**config.mk**
```make
export PLATFORM = sky130hd
export DESIGN_NAME = ras_ctrl
export DESIGN_NICKNAME = d
export VERILOG_FILES = /design/src/rtl/rv32i_types.sv /design/src/rtl/ras_ckpt_queue.sv /design/src/rtl/ras_ctrl.sv
export SDC_FILE = /design/constraint.sdc
export NUM_CORES = 1
export LEC_CHECK = 0
export BUFFER_PORTS_ARGS = -buffer_cell sky130_fd_sc_hd__buf_2
export CORE_ASPECT_RATIO = 0.5
export CORE_UTILIZATION = 35
export DETAILED_ROUTE_END_ITERATION = 8
export PLACE_DENSITY_LB_ADDON = 0.2
export REMOVE_ABC_BUFFERS = 1
export SYNTH_ARGS = -nofsm -noshare
export SYNTH_HDL_FRONTEND = slang
export SYNTH_SLANG_ARGS = --single-unit
```
**constraint.sdc**
```tcl
create_clock -name clk -period 4.35 [get_ports clk]
set_input_delay 0 -clock clk [delete_from_list [all_inputs] [get_ports clk]]
set_output_delay 0 -clock clk [all_outputs]
set_load 0.02 [all_outputs]
```
**src/rtl/rv32i_types.sv**
```systemverilog
// rv32i_types: RV32I opcodes, link-register constants, RAS FSM states and checkpoint record.
// RAS_TOS_REPAIR_EN adds the saved top-of-stack storage word to every checkpoint.
package rv32i_types;
   localparam int DEF_RAS_DEPTH = 32;
   localparam int DEF_CKPT_DEPTH = 8;
   localparam int RAS_PTR_W = $clog2(DEF_RAS_DEPTH);
   localparam logic [4:0] LINK_X1 = 5'd1;
   localparam logic [4:0] LINK_X5 = 5'd5;
   typedef enum logic [6:0] {
      OP_LUI    = 7'b0110111,
      OP_AUIPC  = 7'b0010111,
      OP_JAL    = 7'b1101111,
      OP_JALR   = 7'b1100111,
      OP_BRANCH = 7'b1100011,
      OP_LOAD   = 7'b0000011,
      OP_STORE  = 7'b0100011,
      OP_IMM    = 7'b0010011,
      OP_REG    = 7'b0110011
   } rv32i_op_t;
   typedef enum logic {RUN, RECOVER} ras_state_t;
   typedef struct packed {
      logic [RAS_PTR_W-1:0] sp;
      logic [RAS_PTR_W:0]   cnt;
      logic                 push;
      logic                 pop;
`ifdef RAS_TOS_REPAIR_EN
      logic [31:0]          tos;
`endif
   } ras_ckpt_t;
   function automatic logic is_link(input logic [4:0] r);
      return r == LINK_X1 || r == LINK_X5;
   endfunction
   // occupancy saturates at full depth: overflow overwrites the oldest entry
   function automatic logic [RAS_PTR_W:0] cnt_step(input logic [RAS_PTR_W:0] c, input logic push, input logic pop);
      return push ? ((c == (RAS_PTR_W+1)'(DEF_RAS_DEPTH)) ? c : c + (RAS_PTR_W+1)'(1))
                  : (pop ? c - (RAS_PTR_W+1)'(1) : c);
   endfunction
endpackage

```
**src/rtl/ras_ckpt_queue.sv**
```systemverilog
// ras_ckpt_queue: circular buffer of RAS pointer checkpoints with alloc, free-oldest and truncate-to-tag.
module ras_ckpt_queue
   import rv32i_types::*;
#(
   parameter int DEPTH = DEF_CKPT_DEPTH,
   localparam int TW = $clog2(DEPTH)
) (
   input  logic          clk,
   input  logic          rst,
   input  logic          clr,
   input  logic          alloc,
   input  ras_ckpt_t     alloc_data,
   input  logic          free,
   input  logic          trunc,
   input  logic [TW-1:0] trunc_tag,
   output logic [TW-1:0] tail,
   output logic          full,
   output logic          tag_ok,
   output ras_ckpt_t     rd_data
);
   ras_ckpt_t mem [DEPTH];
   logic [TW-1:0] head, off;
   logic [TW:0] count;
   logic freeing;
   always_comb begin
      off = trunc_tag - head;
      tag_ok = {1'b0, off} < count;
      full = count == (TW+1)'(DEPTH);
      freeing = free && count != '0;
      rd_data = mem[trunc_tag];
   end
   // truncation keeps the mispredicted entry itself and drops everything younger
   always_ff @(posedge clk)
      if (rst || clr) begin
         head <= '0;
         tail <= '0;
         count <= '0;
      end else begin
         head <= head + TW'(freeing);
         tail <= trunc ? trunc_tag + TW'(1) : tail + TW'(alloc);
         count <= (trunc ? {1'b0, off} + (TW+1)'(1) : count + (TW+1)'(alloc)) - (TW+1)'(freeing);
      end
   always_ff @(posedge clk)
      if (alloc && !trunc) mem[tail] <= alloc_data;
endmodule

```
**src/rtl/ras_ctrl.sv**
```systemverilog
// ras_ctrl: speculative return-address-stack controller with per-branch pointer checkpoints.
// Define RAS_TOS_REPAIR_EN to rewrite the saved top-of-stack word during recovery.
module ras_ctrl
   import rv32i_types::*;
#(
   parameter int RAS_DEPTH = DEF_RAS_DEPTH,
   parameter int CKPT_DEPTH = DEF_CKPT_DEPTH,
   localparam int PTR_W = $clog2(RAS_DEPTH),
   localparam int TAG_W = $clog2(CKPT_DEPTH)
) (
   input  logic             clk,
   input  logic             rst,
   input  logic             dec_valid,
   output logic             dec_ready,
   input  rv32i_op_t        dec_opcode,
   input  logic [4:0]       dec_rd,
   input  logic [4:0]       dec_rs1,
   input  logic [31:0]      dec_pc,
   input  logic             dec_is_br,
   output logic [TAG_W-1:0] ckpt_tag,
   output logic             pred_valid,
   output logic [31:0]      pred_target,
   output logic             ras_we,
   output logic [PTR_W-1:0] ras_waddr,
   output logic [31:0]      ras_wdata,
   output logic [PTR_W-1:0] ras_raddr,
   input  logic [31:0]      ras_rdata,
   input  logic             res_valid,
   input  logic [TAG_W-1:0] res_tag,
   input  logic             res_mispredict,
   input  logic             commit_valid,
   input  logic             flush
);
   ras_state_t state, state_nx;
   logic [PTR_W-1:0] sp, rsp, rep_addr;
   logic [PTR_W:0] cnt, rcnt;
   logic [TAG_W-1:0] tail;
   logic [31:0] rep_data;
   logic is_call, is_ret, mis, accept, push, pop, alloc, full, tag_ok, rep_we;
   ras_ckpt_t ck_wr, ck_rd;
`ifdef RAS_TOS_REPAIR_EN
   logic [PTR_W-1:0] rec_addr;
   logic [31:0] rec_data;
   always_ff @(posedge clk)
      if (mis) begin
         rec_addr <= ck_rd.sp - PTR_W'(1);
         rec_data <= ck_rd.tos;
      end
   assign rep_we = !rst && !flush && state == RECOVER;
   assign rep_addr = rec_addr;
   assign rep_data = rec_data;
`else
   assign rep_we = 1'b0;
   assign rep_addr = '0;
   assign rep_data = '0;
`endif
   always_comb begin
      is_call = (dec_opcode == OP_JAL || dec_opcode == OP_JALR) && is_link(dec_rd);
      is_ret = dec_opcode == OP_JALR && is_link(dec_rs1) && !is_link(dec_rd);
      mis = !rst && !flush && res_valid && res_mispredict && tag_ok;
      dec_ready = !rst && state == RUN && !(dec_is_br && full);
      accept = dec_valid && dec_ready && !flush && !mis;
      push = accept && is_call;
      pop = accept && is_ret && cnt != '0;
      alloc = accept && dec_is_br;
      state_nx = mis ? RECOVER : RUN;
      // restore the pre-branch pointer, then replay the branch's own push/pop
      rsp = ck_rd.sp + PTR_W'(ck_rd.push) - PTR_W'(ck_rd.pop);
      rcnt = cnt_step(ck_rd.cnt, ck_rd.push, ck_rd.pop);
      ck_wr.sp = sp;
      ck_wr.cnt = cnt;
      ck_wr.push = push;
      ck_wr.pop = pop;
`ifdef RAS_TOS_REPAIR_EN
      ck_wr.tos = ras_rdata;
`endif
      ras_we = push || rep_we;
      ras_waddr = rst ? '0 : (rep_we ? rep_addr : sp);
      ras_wdata = rst ? '0 : (rep_we ? rep_data : dec_pc + 32'd4);
      ras_raddr = rst ? '0 : sp - PTR_W'(1);
      pred_valid = pop;
      pred_target = pop ? ras_rdata : '0;
      ckpt_tag = rst ? '0 : tail;
   end
   always_ff @(posedge clk)
      if (rst) state <= RUN;
      else state <= state_nx;
   always_ff @(posedge clk)
      if (rst || flush) begin
         sp <= '0;
         cnt <= '0;
      end else if (mis) begin
         sp <= rsp;
         cnt <= rcnt;
      end else if (push || pop) begin
         sp <= push ? sp + PTR_W'(1) : sp - PTR_W'(1);
         cnt <= cnt_step(cnt, push, pop);
      end
   ras_ckpt_queue #(.DEPTH(CKPT_DEPTH)) u_queue (
      .clk(clk),
      .rst(rst),
      .clr(flush),
      .alloc(alloc),
      .alloc_data(ck_wr),
      .free(commit_valid),
      .trunc(mis),
      .trunc_tag(res_tag),
      .tail(tail),
      .full(full),
      .tag_ok(tag_ok),
      .rd_data(ck_rd)
   );
endmodule

```
==> results of run 1 <==
[per-layer routing]
layer	vias up	global-route usage, %	wire length, microns
met5	-	0	0
met4	0	3.846	144
li1	2457	-	-
met1	2463	23.00	8024
met2	135	30.40	8706
met3	11	4.528	827
[final timing paths]
check	slack, ps	cells past startpoint	from	to
worst max-delay path	410	14	u_queue.head[0]$_SDFF_PP0_	pred_target[10]
worst min-delay path	90	4	commit_valid	u_queue.count[0]$_SDFF_PP0_
worst max register to register	440	15	u_queue.head[0]$_SDFF_PP0_	cnt[5]$_SDFFE_PP0P_
worst min register to register	530	2	u_queue.head[2]$_SDFF_PP0_	u_queue.head[2]$_SDFF_PP0_
[final cells by class]
class | count | area share [%]
Inverter | 21 | 0.8992
Clock inverter | 12 | 1.128
Timing Repair Buffer | 188 | 11.28
Multi-Input combinational cell | 392 | 37.31
Sequential cell | 126 | 40.65
Tap cell | 266 | 3.797
Clock buffer | 19 | 4.939
[layout by cell type (no fill, tap or decap), types with 3 or more instances in the layout]
cell and instances:
inv_1 18, inv_2 3, or3_1 6, nor2b_1 9, clkinv_2 3, o21ai_0 10
clkinvlp_4 5, ha_1 28, xnor2_1 19, xor2_1 32, dfxtp_1 22, nor4_1 3
fa_1 3, nand2b_1 4, buf_4 19, a21o_1 5, nand4_1 7, nor3_1 12
clkbuf_16 17, nor2_1 55, and4_1 5, and3_1 7, a21oi_1 11, nand3_1 20
mux2i_1 18, a211oi_1 5, edfxtp_1 104, and2_1 35, mux4_2 26, buf_2 169
a31oi_1 6, nand2_1 22
[tightest hold or removal path, delay by kind of cell]
| family | cells | cell delay [ps] |
|---|---|---|
| buffers and inverters | 1 | 80 |
| AOI/OAI and AO/OA | 1 | 200 |
| adders and majority gates | 1 | 140 |
| and+or+nand+nor | 1 | 40 |
[kinds of logic after synthesis]
kind of cell | count (synthesis) | share of synthesized area [%]
buffers and inverters | 42 | 2.610
and+or+nand+nor | 201 | 15.50
adders and majority gates | 31 | 5.865
AOI/OAI and AO/OA | 57 | 5.936
xor gates and xnor gates | 52 | 6.705
DFF | 126 | 50.92
muxes | 51 | 12.46
[flip-flops by register name, summed over array words and instances (netlist names)]
name and flops:
u_queue.tail 3, u_queue.mem 104, state 1, cnt 6, u_queue.count 4, sp 5, u_queue.head 3
[metrics by stage]
step,std cells,hold slack (ps),area [sq um]
detailed placement,993,315.7,8234
global placement,993,318.3,8234
floorplan,539,74.94,6894
global route,1024,81.30,8766
finish,1024,88.80,8766
CTS,1024,68.38,8766
[power by group through the flow]
stage	Sequential (mW)	Clock (mW)	Combinational (mW)
finish	1.30	1.28	0.283
global route	1.30	1.36	0.311
CTS	1.30	1.31	0.287
detailed placement	1.33	0	0.286
global placement	1.33	0	0.282
floorplan	1.33	0	0.158
[synth_stat cells, types with 5 or more instances]
cell type,n
o21ai_0,10
edfxtp_1,104
nand4_1,7
xor2_1,32
or3_1,6
nor2_1,55
mux4_2,26
dfxtp_1,22
clkbuf_1,9
a21oi_1,11
ha_1,28
mux2i_1,18
buf_2,8
and3_1,7
a211oi_1,5
and2_1,35
nand2_1,22
a21o_1,5
nor2b_1,9
xnor2_1,19
a31oi_1,6
nor3_1,14
nand3_1,20
inv_1,18
and4_1,5
==> key figures, run 1 <==
Final layout
  – # fillers: about 1800
  – Ratio of cells with drive above 1 in the final layout: 34.83%
  – Antenna cell count: 0
  – Final nets: ~870
  – Fin util: 44.94%
  – FF+latch area: between 3000 and 4000 sq um
  – Area of the multi-input gates: about 3300 sq um
  – Area Overhead vs Synth: 25.26%

Routing
  – Via/cell ratio: 4.947
  – Routed WL: 17.70 mm
  – Post-route DRC: 0
  – DR WL/cell: about 17 microns
  – First-pass DRT Iterations: 4
  – Initial detailed-routing violation count: 243
  – Via Count: 5066
  – ANT nets after route: 0

Floorplan
  – Die width: slightly above 200 microns
  – Initial Util: 35.88%
  – Area of the die: 20600 sq um
  – Num rows: 36
  – IO Pins: around 170
  – Core Area: 19500 sq um
  – Die Y-Extent: 102.0 microns

Placement
  – Pre-CTS setup slack: roughly 450 ps
  – Number of port buffers: approximately 170
  – DP Wirelength: 12.65 mm
  – Gpl congestion: 0.8337

Power
  – Total power draw: 2.864 mW
  – Clock network power share: between 40 and 50%
  – Combinational Power Share: 9.9%
  – Power Dens Cells: approximately 330 nW/um^2
  – Int Power: 2.192 mW
  – Static leakage: ~3.6 nW
  – Peak VDD IR: about 0.00024 V
  – Flop pwr share: 45.5%
  – Sw frac: 23.46%
  – Switch Pwr: 672.1 uW

STA
  – Final setup viols: 0
  – Fmax achieved: ~250 MHz
  – Final slew viol count: 0
  – Relative slew slack: between 40% and 50%
  – Clk_skew: 8.815 ps
  – Slew @ Worst Pin: 788.0 ps
  – Hold Fails Final Rpt: 0
  – RSZ-0062 raised after global routing: no
  – Setup TNS: 0 ps
  – Final period utilization: 90.51%
  – Final worst slack: 412.8 ps
  – Final min period: 3937 ps

Setup path
  – Cell family with most CP delay: buffers and inverters
  – Worst Path Arrival: around 3900 ps
  – Crit path required time: 4350 ps
  – Worst Path Buf+Inv: 4
  – CP Launch Type: flip-flop
  – Worst path slowest cell: a211oi_1
  – CP endpoint kind: output pin
  – Largest fanout on the critical path: 41
  – Cells along the critical path: ha_1, inv_1, fa_1, xnor2_1, ha_1, nor2_1, a211oi_1, or2_2, buf_4, nand2_1, nor4_4, buf_4, and2_1, buf_2
  – CP max stage delay: 420 ps
  – Worst Path Class, Setup: flip-flop to output pin

Yosys
  – Sequential-to-total area share from yosys stat: 50.92%
  – Async SR Flop Fraction: 0%
  – Mapped Cells: 560
  – Mapped Area: 6998 sq um
  – Synth area leader: edfxtp_1
  – Top FF cell, synth: edfxtp_1
  – Synth top area share: 44.63%
  – #FFs+latches synth: 126
  – Post-synth EDFFs: between 100 and 150
  – Yosys cell types: 63
  – Synth top area cells: edfxtp_1 (45%), mux4_2 (8.4%), dfxtp_1 (6.3%)
  – Syn. warnings: 0
  – Mean Syn Cell Area: 12.50 sq um

Global routing
  – Total grt overflow: 0
  – Gr usage total: 17.77%
  – Vias in the first global route: 4894
  – Largest net degree at the start of global routing: between 40 and 50
  – Initial antenna violation count: 0
  – Global-route wire length before repair: 27.19 mm

Clocking
  – TritonCTS Buffers: 17
  – Hold buffer count at CTS: 0
  – Sink Count: between 100 and 150
  – Max Root-Sink Buffers: 2
  – Clock Latency Late Sink: 410 ps
  – Post-CTS Setup Inserts: 0
  – Clk root buf: clkbuf_16
  – CTS tree: built
  – Worst-path clk slew: around 60 ps
  – Post_cts resized: 0
  – H-tree levels: 4

Status
  – Status: finished clean

Worst hold path
  – Worst hold path class: input pin to flip-flop

Job
  – Max cap viols: 0
Power figures use the tool's default switching activity.
==> run 2: changes to the inputs <==
SYNTH_HIERARCHICAL = 1   (was not set)
==> run 2 against run 1 <==
Effect of this change:
- area after synthesis rose by 1.6%
- setup slack got worse by 75 ps
- wire length fell by 0.95%
- utilization rose by 0.42 points
- clock skew rose by 2.3 ps
- global-route usage fell by 0.53 points
- combinational power fell by 3%
- sequential power barely moved
- non-clock buffer count fell by 2
- fmax fell by 1.9%
- register-to-register slack got worse by 100 ps
- critical path depth rose by 4
- critical path type is now flip-flop to flip-flop
==> key figures, run 2 <==
Global routing
  – Initial antenna violation count: 0
  – Largest net degree at the start of global routing: around 50
  – Gr usage total: between 10% and 20%
  – Global-route wire length before repair: approximately 27 mm
  – Vias in the first global route: 5187
  – Total grt overflow: 0

Power
  – Switch Pwr: 678.5 uW
  – Int Power: 2.195 mW
  – Peak VDD IR: 0.0002362 V
  – Static leakage: between 3 and 4 nW
  – Total power draw: 2.873 mW
  – Flop pwr share: approximately 45%
  – Sw frac: 23.61%
  – Clock network power share: 45.2%
  – Power Dens Cells: approximately 320 nW/um^2
  – Combinational Power Share: 9.6%

Clocking
  – H-tree levels: 4
  – Clk root buf: clkbuf_16
  – Clock Latency Late Sink: a little over 400 ps
  – Worst-path clk slew: 60 ps
  – CTS tree: built
  – Post-CTS Setup Inserts: 0
  – Max Root-Sink Buffers: 2
  – Sink Count: 126
  – TritonCTS Buffers: 17

Setup path
  – Crit path required time: 4690 ps
  – Worst Path Class, Setup: flip-flop to flip-flop
  – Largest fanout on the critical path: 5
  – CP endpoint kind: flip-flop
  – R2R cell count: 18
  – CP max stage delay: 430 ps
  – Worst Path Arrival: 4350 ps
  – Cells along the critical path: ha_1, inv_1, fa_1, xnor3_2, ha_1, a21oi_1, or2_2, nand3_2, and4b_4, nand3_2, buf_4, ha_1, o21ai_0, o21bai_1, a21oi_1, nor3_1, or3b_2, a21oi_1
  – CP Launch Type: flip-flop
  – Worst path slowest cell: or3b_2

Floorplan
  – Initial Util: 36.14%
  – Core Area: 19680 sq um
  – Area of the die: ~21000 sq um
  – Num rows: 36
  – Die width: 203.6 microns
  – Die Y-Extent: a little over 100 microns
  – IO Pins: around 170

STA
  – Final min period: about 4000 ps
  – Hold Fails Final Rpt: 0
  – Slew @ Worst Pin: 947.2 ps
  – Fmax achieved: 249.3 MHz
  – Final worst slack: 338.2 ps
  – Clk_skew: 11.13 ps
  – Final slew viol count: 0
  – Final setup viols: 0
  – Relative slew slack: between 30% and 40%
  – Final period utilization: 92.23%
  – RSZ-0062 raised after global routing: no

Routing
  – Routed WL: 17.53 mm
  – DR WL/cell: 16.71 microns
  – First-pass DRT Iterations: 5
  – Via Count: 5334
  – Via/cell ratio: between 5 and 6
  – Initial detailed-routing violation count: around 300
  – ANT nets after route: 0
  – Post-route DRC: 0

Final layout
  – Area Overhead vs Synth: 25.54%
  – Antenna cell count: 0
  – Largest register FFs: 104
  – Final nets: 894
  – Top flop regs: u_queue/mem (104), cnt (6), sp (5)
  – Ratio of cells with drive above 1 in the final layout: between 30% and 40%
  – # fillers: 1814
  – FF+latch area: 3563 sq um
  – Non-filler cells, final: 1049
  – Reg with most FFs: u_queue/mem
  – Area of the multi-input gates: 3373 sq um
  – Commonest cells after routing, fill and taps aside: buf_2 (169), edfxtp_1 (104), nor2_1 (61)
  – Most common cell after layout, fill and taps aside: buf_2

Placement
  – Number of port buffers: 169
  – Number of cells after detailed placement: 1017
  – DP Wirelength: ~13 mm
  – Pre-CTS setup slack: 185.8 ps
  – Gpl congestion: a little under 0.8

Yosys
  – Mapped Cells: 591
  – Mapped Area: 7113 sq um
  – #FFs+latches synth: ~130
  – Commonest cells in the netlist: edfxtp_1 (104), nor2_1 (61), and2_1 (34), ha_1 (28)
  – Mean Syn Cell Area: 12.04 sq um
  – Syn. warnings: 6
  – Synth area leader: edfxtp_1
  – Post-synth EDFFs: 104
  – Sequential-to-total area share from yosys stat: 50.10%
  – Most common cell in the netlist: edfxtp_1
  – Synth top area share: roughly 44%
  – Async SR Flop Fraction: 0%
  – Top FF cell, synth: edfxtp_1
  – Yosys cell types: 74
  – Synth top area cells: edfxtp_1 (44%), mux4_2 (8.2%), dfxtp_1 (6.2%)

Status
  – Status: finished clean

Job
  – Max cap viols: 0

Worst hold path
  – Worst hold path class: input pin to flip-flop
  – Hold depth: 4
## run 2: cell count changes in the layout (fill, tap and decap cells not counted), moves of 5 or more
cell,previous run,this run
buf_4,19,12
mux2_2,2,13
nor3_1,12,5
nand2_1,22,27
mux2i_1,18,6
nor2_1,55,61
xor2_1,32,27
a21oi_1,11,20
o21ai_0,10,17
## run 2: worst paths after layout
check	startpoint	endpoint	slack, ps
worst max-delay path	u_queue/head[0]$_SDFF_PP0_	cnt[5]$_SDFFE_PP0P_	340
worst min-delay path	res_tag[0]	u_queue/tail[0]$_SDFF_PP0_	10
worst max register to register	u_queue/head[0]$_SDFF_PP0_	cnt[5]$_SDFFE_PP0P_	340
worst min register to register	u_queue/head[2]$_SDFF_PP0_	u_queue/head[2]$_SDFF_PP0_	550
## run 2: per-stage QoR
| stage | util (%) | hold slack (ps) | TNS (ps) | instance area, sq um |
|---|---|---|---|---|
| 2_1_floorplan | - | 34.67 | -4333 | 6980 |
| 3_3_place_gp | 42.47 | 319.8 | 0 | 8361 |
| 3_5_place_dp | 42.47 | 319.5 | 0 | 8361 |
| 4_1_cts | 45.29 | 1.192 | 0 | 8915 |
| 5_1_grt | 45.37 | 38.98 | 0 | 8930 |
| 6_report | 45.37 | 10.35 | 0 | 8930 |
## run 2: power groups by stage
stage / Combinational (mW) / Clock (mW) / Sequential [mW]
2_1_floorplan: 0.150 / 0 / 1.32
3_3_place_gp: 0.274 / 0 / 1.32
3_5_place_dp: 0.277 / 0 / 1.32
4_1_cts: 0.278 / 1.32 / 1.30
5_1_grt: 0.306 / 1.38 / 1.30
6_report: 0.275 / 1.30 / 1.30
## run 2: logic make-up (layout without fill, tap and decap cells)
family | count (synthesis) | after routing | share of synthesized area, %
fa+ha+maj | 31 | 31 | 5.770
flops | 126 | 126 | 50.10
compound gates | 79 | 79 | 7.634
buf+inv | 49 | 241 | 3.131
mux | 45 | 45 | 11.13
xor+xnor | 43 | 43 | 5.506
simple gates | 218 | 218 | 16.73
## run 2: final cells by class
cell class                      count  area share (%)
Clock buffer                       17           4.764
Clock inverter                     14           1.331
Inverter                           24           1.009
Multi-Input combinational cell    416           37.78
Sequential cell                   126           39.90
Tap cell                          266           3.727
Timing Repair Buffer              186           11.49
## run 2: what timing repair did
item | 4_1_cts | 5_1_grt
setup endpoints to repair | 0 | 1
resized for setup | 0 | 3
hold buffers | 1 | 0
endpoints found under the hold margin | 3 | 0
## run 2: critical path, delay by kind of cell, from the launching register on
family                   cells  cell delay, ps
AND/OR/NAND/NOR              6            1340
adder cells (fa/ha/maj)      4            1140
AO/OA/AOI/OAI                5             600
flip-flops                   1             340
XOR/XNOR                     1             280
buffers and inverters        2             250
## run 2: per-layer routing
metal	wire length (microns)	GRT usage [%]
met5	0	0
met4	130	5.495
met3	972	3.161
met2	8373	29.51
met1	8056	22.46
